File: config.mk
export PLATFORM = sky130hd
export DESIGN_NAME = key_mode_ctrl
export DESIGN_NICKNAME = d
export VERILOG_FILES = /design/src/rtl/key_mode_ctrl.sv
export SDC_FILE = /design/constraint.sdc
export NUM_CORES = 1
export LEC_CHECK = 0
export ABC_AREA = 0
export CORE_UTILIZATION = 55
export CTS_CLUSTER_DIAMETER = 120
export DETAILED_ROUTE_END_ITERATION = 7
export PLACE_DENSITY = 0.73
export SYNTH_ARGS = -nofsm -noshare
export SYNTH_HDL_FRONTEND = slang
export SYNTH_SLANG_ARGS = --single-unit
File: constraint.sdc
create_clock -name clk -period 2.1 [get_ports clk]
set_input_delay 0.42 -clock clk [delete_from_list [all_inputs] [get_ports clk]]
set_output_delay 0.42 -clock clk [all_outputs]
set_load 0.005 [all_outputs]
File: src/rtl/key_mode_ctrl.sv
// Key front end for the marquee display: synchronizes and debounces two active-low keys and steps a 2-bit mode.
// Optional build macro KEY_MODE_AUTO_EN adds a free-running auto-advance timer.
module key_mode_ctrl #(
    parameter int DEBOUNCE_CYCLES = 240000,
    parameter int AUTO_PERIOD     = 48000000
) (
    input  logic       clk,
    input  logic       rst,
    input  logic [1:0] key_raw,
    output logic [1:0] mode_sw,
    output logic       mode_chg,
    output logic [1:0] key_db
);

    localparam int             CW       = (DEBOUNCE_CYCLES > 1) ? $clog2(DEBOUNCE_CYCLES) : 1;
    localparam logic [CW-1:0]  DB_LAST  = CW'(DEBOUNCE_CYCLES - 1);
    localparam logic [CW-1:0]  CNT_ZERO = CW'(0);
    localparam logic [CW-1:0]  CNT_ONE  = CW'(1);

    logic [1:0]         sync1_r;
    logic [1:0]         sync2_r;
    logic [1:0][CW-1:0] db_cnt_r;
    logic [1:0][CW-1:0] db_cnt_nxt_s;
    logic [1:0]         key_db_r;
    logic [1:0]         key_db_nxt_s;
    logic [1:0]         key_db_d_r;
    logic [1:0]         press_s;
    logic [1:0]         mode_r;
    logic [1:0]         mode_nxt_s;
    logic               mode_chg_r;
    logic               mode_chg_nxt_s;

    assign press_s  = key_db_d_r & ~key_db_r;
    assign mode_sw  = mode_r;
    assign mode_chg = mode_chg_r;
    assign key_db   = key_db_r;

`ifdef KEY_MODE_AUTO_EN
    localparam int             AW        = (AUTO_PERIOD > 1) ? $clog2(AUTO_PERIOD) : 1;
    localparam logic [AW-1:0]  AUTO_LAST = AW'(AUTO_PERIOD - 1);
    localparam logic [AW-1:0]  AUTO_ZERO = AW'(0);
    localparam logic [AW-1:0]  AUTO_ONE  = AW'(1);

    logic [AW-1:0] auto_cnt_r;
    logic [AW-1:0] auto_cnt_nxt_s;
    logic          auto_hit_s;

    assign auto_hit_s = (auto_cnt_r == AUTO_LAST);

    // Auto timer next value; any press event restarts the period
    always_comb begin
        auto_cnt_nxt_s = auto_cnt_r;
        if (press_s != 2'b00) begin
            auto_cnt_nxt_s = AUTO_ZERO;
        end else if (auto_hit_s) begin
            auto_cnt_nxt_s = AUTO_ZERO;
        end else begin
            auto_cnt_nxt_s = auto_cnt_r + AUTO_ONE;
        end
    end

    // Auto timer register
    always_ff @(posedge clk) begin
        if (rst) begin
            auto_cnt_r <= AUTO_ZERO;
        end else begin
            auto_cnt_r <= auto_cnt_nxt_s;
        end
    end
`endif

    // Debounce: any sample matching the accepted level restarts the count
    always_comb begin
        db_cnt_nxt_s = db_cnt_r;
        key_db_nxt_s = key_db_r;
        for (int i = 0; i < 2; i++) begin
            if (sync2_r[i] == key_db_r[i]) begin
                db_cnt_nxt_s[i] = CNT_ZERO;
            end else if (db_cnt_r[i] == DB_LAST) begin
                key_db_nxt_s[i] = sync2_r[i];
                db_cnt_nxt_s[i] = CNT_ZERO;
            end else begin
                db_cnt_nxt_s[i] = db_cnt_r[i] + CNT_ONE;
            end
        end
    end

    // Mode step: presses win over the auto advance; both keys together cancel out
    always_comb begin
        mode_nxt_s     = mode_r;
        mode_chg_nxt_s = 1'b0;
        case (press_s)
            2'b01: begin
                mode_nxt_s     = mode_r + 2'b01;
                mode_chg_nxt_s = 1'b1;
            end
            2'b10: begin
                mode_nxt_s     = mode_r - 2'b01;
                mode_chg_nxt_s = 1'b1;
            end
            2'b11: begin
                mode_nxt_s     = mode_r;
                mode_chg_nxt_s = 1'b0;
            end
            default: begin
`ifdef KEY_MODE_AUTO_EN
                if (auto_hit_s) begin
                    mode_nxt_s     = mode_r + 2'b01;
                    mode_chg_nxt_s = 1'b1;
                end else begin
                    mode_nxt_s     = mode_r;
                    mode_chg_nxt_s = 1'b0;
                end
`else
                mode_nxt_s     = mode_r;
                mode_chg_nxt_s = 1'b0;
`endif
            end
        endcase
    end

    // Synchronizers, debounce state and mode registers
    always_ff @(posedge clk) begin
        if (rst) begin
            sync1_r    <= 2'b11;
            sync2_r    <= 2'b11;
            db_cnt_r   <= {2{CNT_ZERO}};
            key_db_r   <= 2'b11;
            key_db_d_r <= 2'b11;
            mode_r     <= 2'b00;
            mode_chg_r <= 1'b0;
        end else begin
            sync1_r    <= key_raw;
            sync2_r    <= sync1_r;
            db_cnt_r   <= db_cnt_nxt_s;
            key_db_r   <= key_db_nxt_s;
            key_db_d_r <= key_db_r;
            mode_r     <= mode_nxt_s;
            mode_chg_r <= mode_chg_nxt_s;
        end
    end

endmodule
==> impl_metrics.json <==
{
  "drt-initial-drc-count": 116,
  "gr-usage-met2_pct": 33.4,
  "tightest_slew_ps": 306,
  "p_leak_nw": 0.702,
  "first_pass_iters": 4,
  "die_area_um2": 3930,
  "coreArea_um2": 3440,
  "slowest_stage": "or4_4",
  "max_cap_violations": 0,
  "grt_pass1_vias": 1544,
  "stdcell_area_um2": 2300,
  "grt_pass1_wl_mm": 6.58,
  "slew_headroom_pct": 79.4,
  "reg2reg_slack_ps": 180,
  "grt_usage_pct": 21.4,
  "synth_area_leaders": "dfxtp_1 46%, xnor2_1 6.5%, nor2_1 5.7%, xor2_1 4.3%, nand3_1 3.7%",
  "setup_ws_ps": 177,
  "setup_tns_ps": 0,
  "cp-end-kind": "flop",
  "post_dp_cell_area_um2": 2160,
  "initial_core_util_pct": 58.9,
  "grt_start_max_net_pins": 18,
  "area_delta_synth_final_pct": 13.4,
  "layout-drive-gt1-share_pct": 11.9,
  "postCtsHoldBufs": 0,
  "required_ps": 2290,
  "hold_ws_ps": 431,
  "total_power_w": 0.00161,
  "slew_viol_final": 0,
  "antenna_found_initial": 0,
  "skew_ps": 3.98,
  "routedWlPerCell_um": 12.3,
  "cts.sinks": 47,
  "n_antenna_cell": 0,
  "root_buffer": "clkbuf_8",
  "hold_path_end": "sync2_r[0]$_SDFF_PP1_",
  "cts_tree": "yes",
  "arrival_ps": 2110,
  "start_kind": "flop",
  "synthCells": 228,
  "status": "finished, final reports clean",
  "min_period_ps": 1920,
  "hpwl_mm": 2.39,
  "reg2regPathDepth": 5,
  "busiest_layer": "met2",
  "synth_seq_area_share_pct": 46.4,
  "worstHoldStart": "sync1_r[0]$_SDFF_PP1_",
  "rsz0062_at_grt": "false",
  "crit_family": "simple AND/OR/NAND/NOR gates",
  "met3_usage_pct": 5.11,
  "finalSetupViolCount": 0,
  "slowest_delay_ps": 530,
  "hold_depth": 1,
  "ctsHtreeMaxLevel": 2,
  "crit_buf_inv": 1,
  "cts_buffers": 5,
  "mappedNetlistArea_um2": 2030,
  "vdd_drop_max_uv": 474,
  "clk_pin_slew_ps": 80,
  "fin_crit_sh_pct": 91.6,
  "vias_per_cell": 5.37,
  "routed_wl_mm": 3.55,
  "worst-path-max-fanout": 16,
  "io_pins": 9,
  "synth_seq_cells": 47,
  "yosysUniqueCellTypes": 34,
  "die_w_um": 62.7,
  "synth_top_area_cell": "dfxtp_1",
  "cts_resized": 0,
  "die_y_um": 62.7,
  "min_path_type": "reg2reg",
  "met1_usage_pct": 27.7,
  "yosysWarnings": 0,
  "nets": 249,
  "worstPathCellList": "or4b_1, or4_4, o21bai_4, buf_12, a21oi_1",
  "ant_nets": 0,
  "power_density_nw_per_um2": 702,
  "avgSynthCellArea_um2": 8.89,
  "worstSetupPathType": "reg2reg",
  "drc_errors": 0,
  "r2r-start": "db_cnt_r[9]$_SDFF_PP0_",
  "synth_top_cell_area_share_pct": 46.4,
  "fp-row-count": 21,
  "port-buffer-count": 8,
  "place_congestion": 0.798,
  "grt-ovfl-total": 0,
  "crit_start": "db_cnt_r[9]$_SDFF_PP0_",
  "clock_latency_ps": 300,
  "dp_slack_ps": 125,
  "cts_buffer_depth": 2,
  "fmaxAchievable_mhz": 520,
  "syn-num-nets": 235,
  "r2r_end": "db_cnt_r[17]$_SDFF_PP0_",
  "vias": 1553,
  "hold_viol": 0
}
## state kept, by name (all words and copies together) (netlist names)
name,flops
db_cnt_r,36
key_db,2
key_db_d_r,2
mode_sw,2
sync1_r,2
sync2_r,2
mode_chg,1
## cell families (layout without fill, tap and decap cells)
kind of cell,count (synthesis),count (layout),synth area share [%]
compound gates,27,27,7.96
buf+inv,11,26,2.41
xor+xnor,25,25,10.8
fa+ha+maj,3,3,1.85
flops,47,47,46.4
simple gates,115,115,30.6
## synth_stat cells
cell type  number
dfxtp_1        47
nor2_1         31
nand3_1        15
xnor2_1        15
a21oi_1        13
nand2_1        13
xor2_1         10
o21ai_0         9
or2_2           8
or3_1           7
inv_1           6
nand4_1         6
nor3_1          6
nor4_1          5
and3_1          4
clkbuf_1        4
or4_1           4
ha_1            3
nand2b_1        3
and3_2          2
nor2b_1         2
o31ai_1         2
or4_4           2
a21o_1          1
and2_2          1
and4_2          1
buf_6           1
nand3b_1        1
nor4b_1         1
nor4bb_1        1
o21ba_2         1
o21bai_4        1
or2b_2          1
or4b_1          1
## per-stage QoR
stage	instances	util (%)
2_1_floorplan	228	-
3_3_place_gp	280	62.8
3_5_place_dp	280	62.8
4_1_cts	288	66.2
5_1_grt	289	66.8
6_report	289	66.8
## cell usage in the layout, fill, tap and decap left out, types with 2 or more instances in the layout
master / count
a21oi_1: 13
and3_1: 4
and3_2: 2
buf_4: 3
clkbuf_8: 6
clkdlybuf4s50_1: 8
dfxtp_1: 47
ha_1: 3
inv_1: 6
nand2_1: 13
nand2b_1: 3
nand3_1: 15
nand4_1: 6
nor2_1: 31
nor2b_1: 2
nor3_1: 6
nor4_1: 5
o21ai_0: 9
o31ai_1: 2
or2_2: 8
or3_1: 7
or4_1: 4
or4_4: 2
xnor2_1: 15
xor2_1: 10
## timing repair
action	in CTS	in global routing
setup endpoints to repair	0	2
setup buffers	0	1
endpoints found under the hold margin	0	0
## area by class of cell
type | count | area [µm²]
fill | 298 | 1140
timing repair buffer | 12 | 123
inverter | 6 | 22.5
clock buffer | 6 | 82.6
multi-input combinational | 170 | 1040
sequential | 47 | 941
clock inverter | 2 | 35.0
tap | 46 | 57.6
## how the worst max path moves through the flow
stage,to,cells after the start
after floorplan,db_cnt_r[11]$_SDFF_PP0_,5
after global routing,db_cnt_r[15]$_SDFF_PP0_,5
final,db_cnt_r[17]$_SDFF_PP0_,5
after detailed placement,db_cnt_r[11]$_SDFF_PP0_,4
after CTS,db_cnt_r[9]$_SDFF_PP0_,4
after global placement,db_cnt_r[9]$_SDFF_PP0_,4
## per-layer routing
layer  vias up  routed length, µm  part of all wire [%]
li1        820                  -                     -
met1       699               1870                    53
met2        27               1470                    42
met3         7                148                   4.2
met4         0                 55                   1.5
met5         -                  0                     0
## worst register-to-register path: stages, from the launching register on
cell and delay (ps):
dfxtp_1 370, or4b_1 520, or4_4 530, o21bai_4 190, buf_12 160, a21oi_1 50
## where the power goes
part,internal [W],switching [W]
logic,0.0000142,0.0000123
clock network,0.000385,0.000303
registers,0.000895,0.00000281
Power figures use the tool's default switching activity.
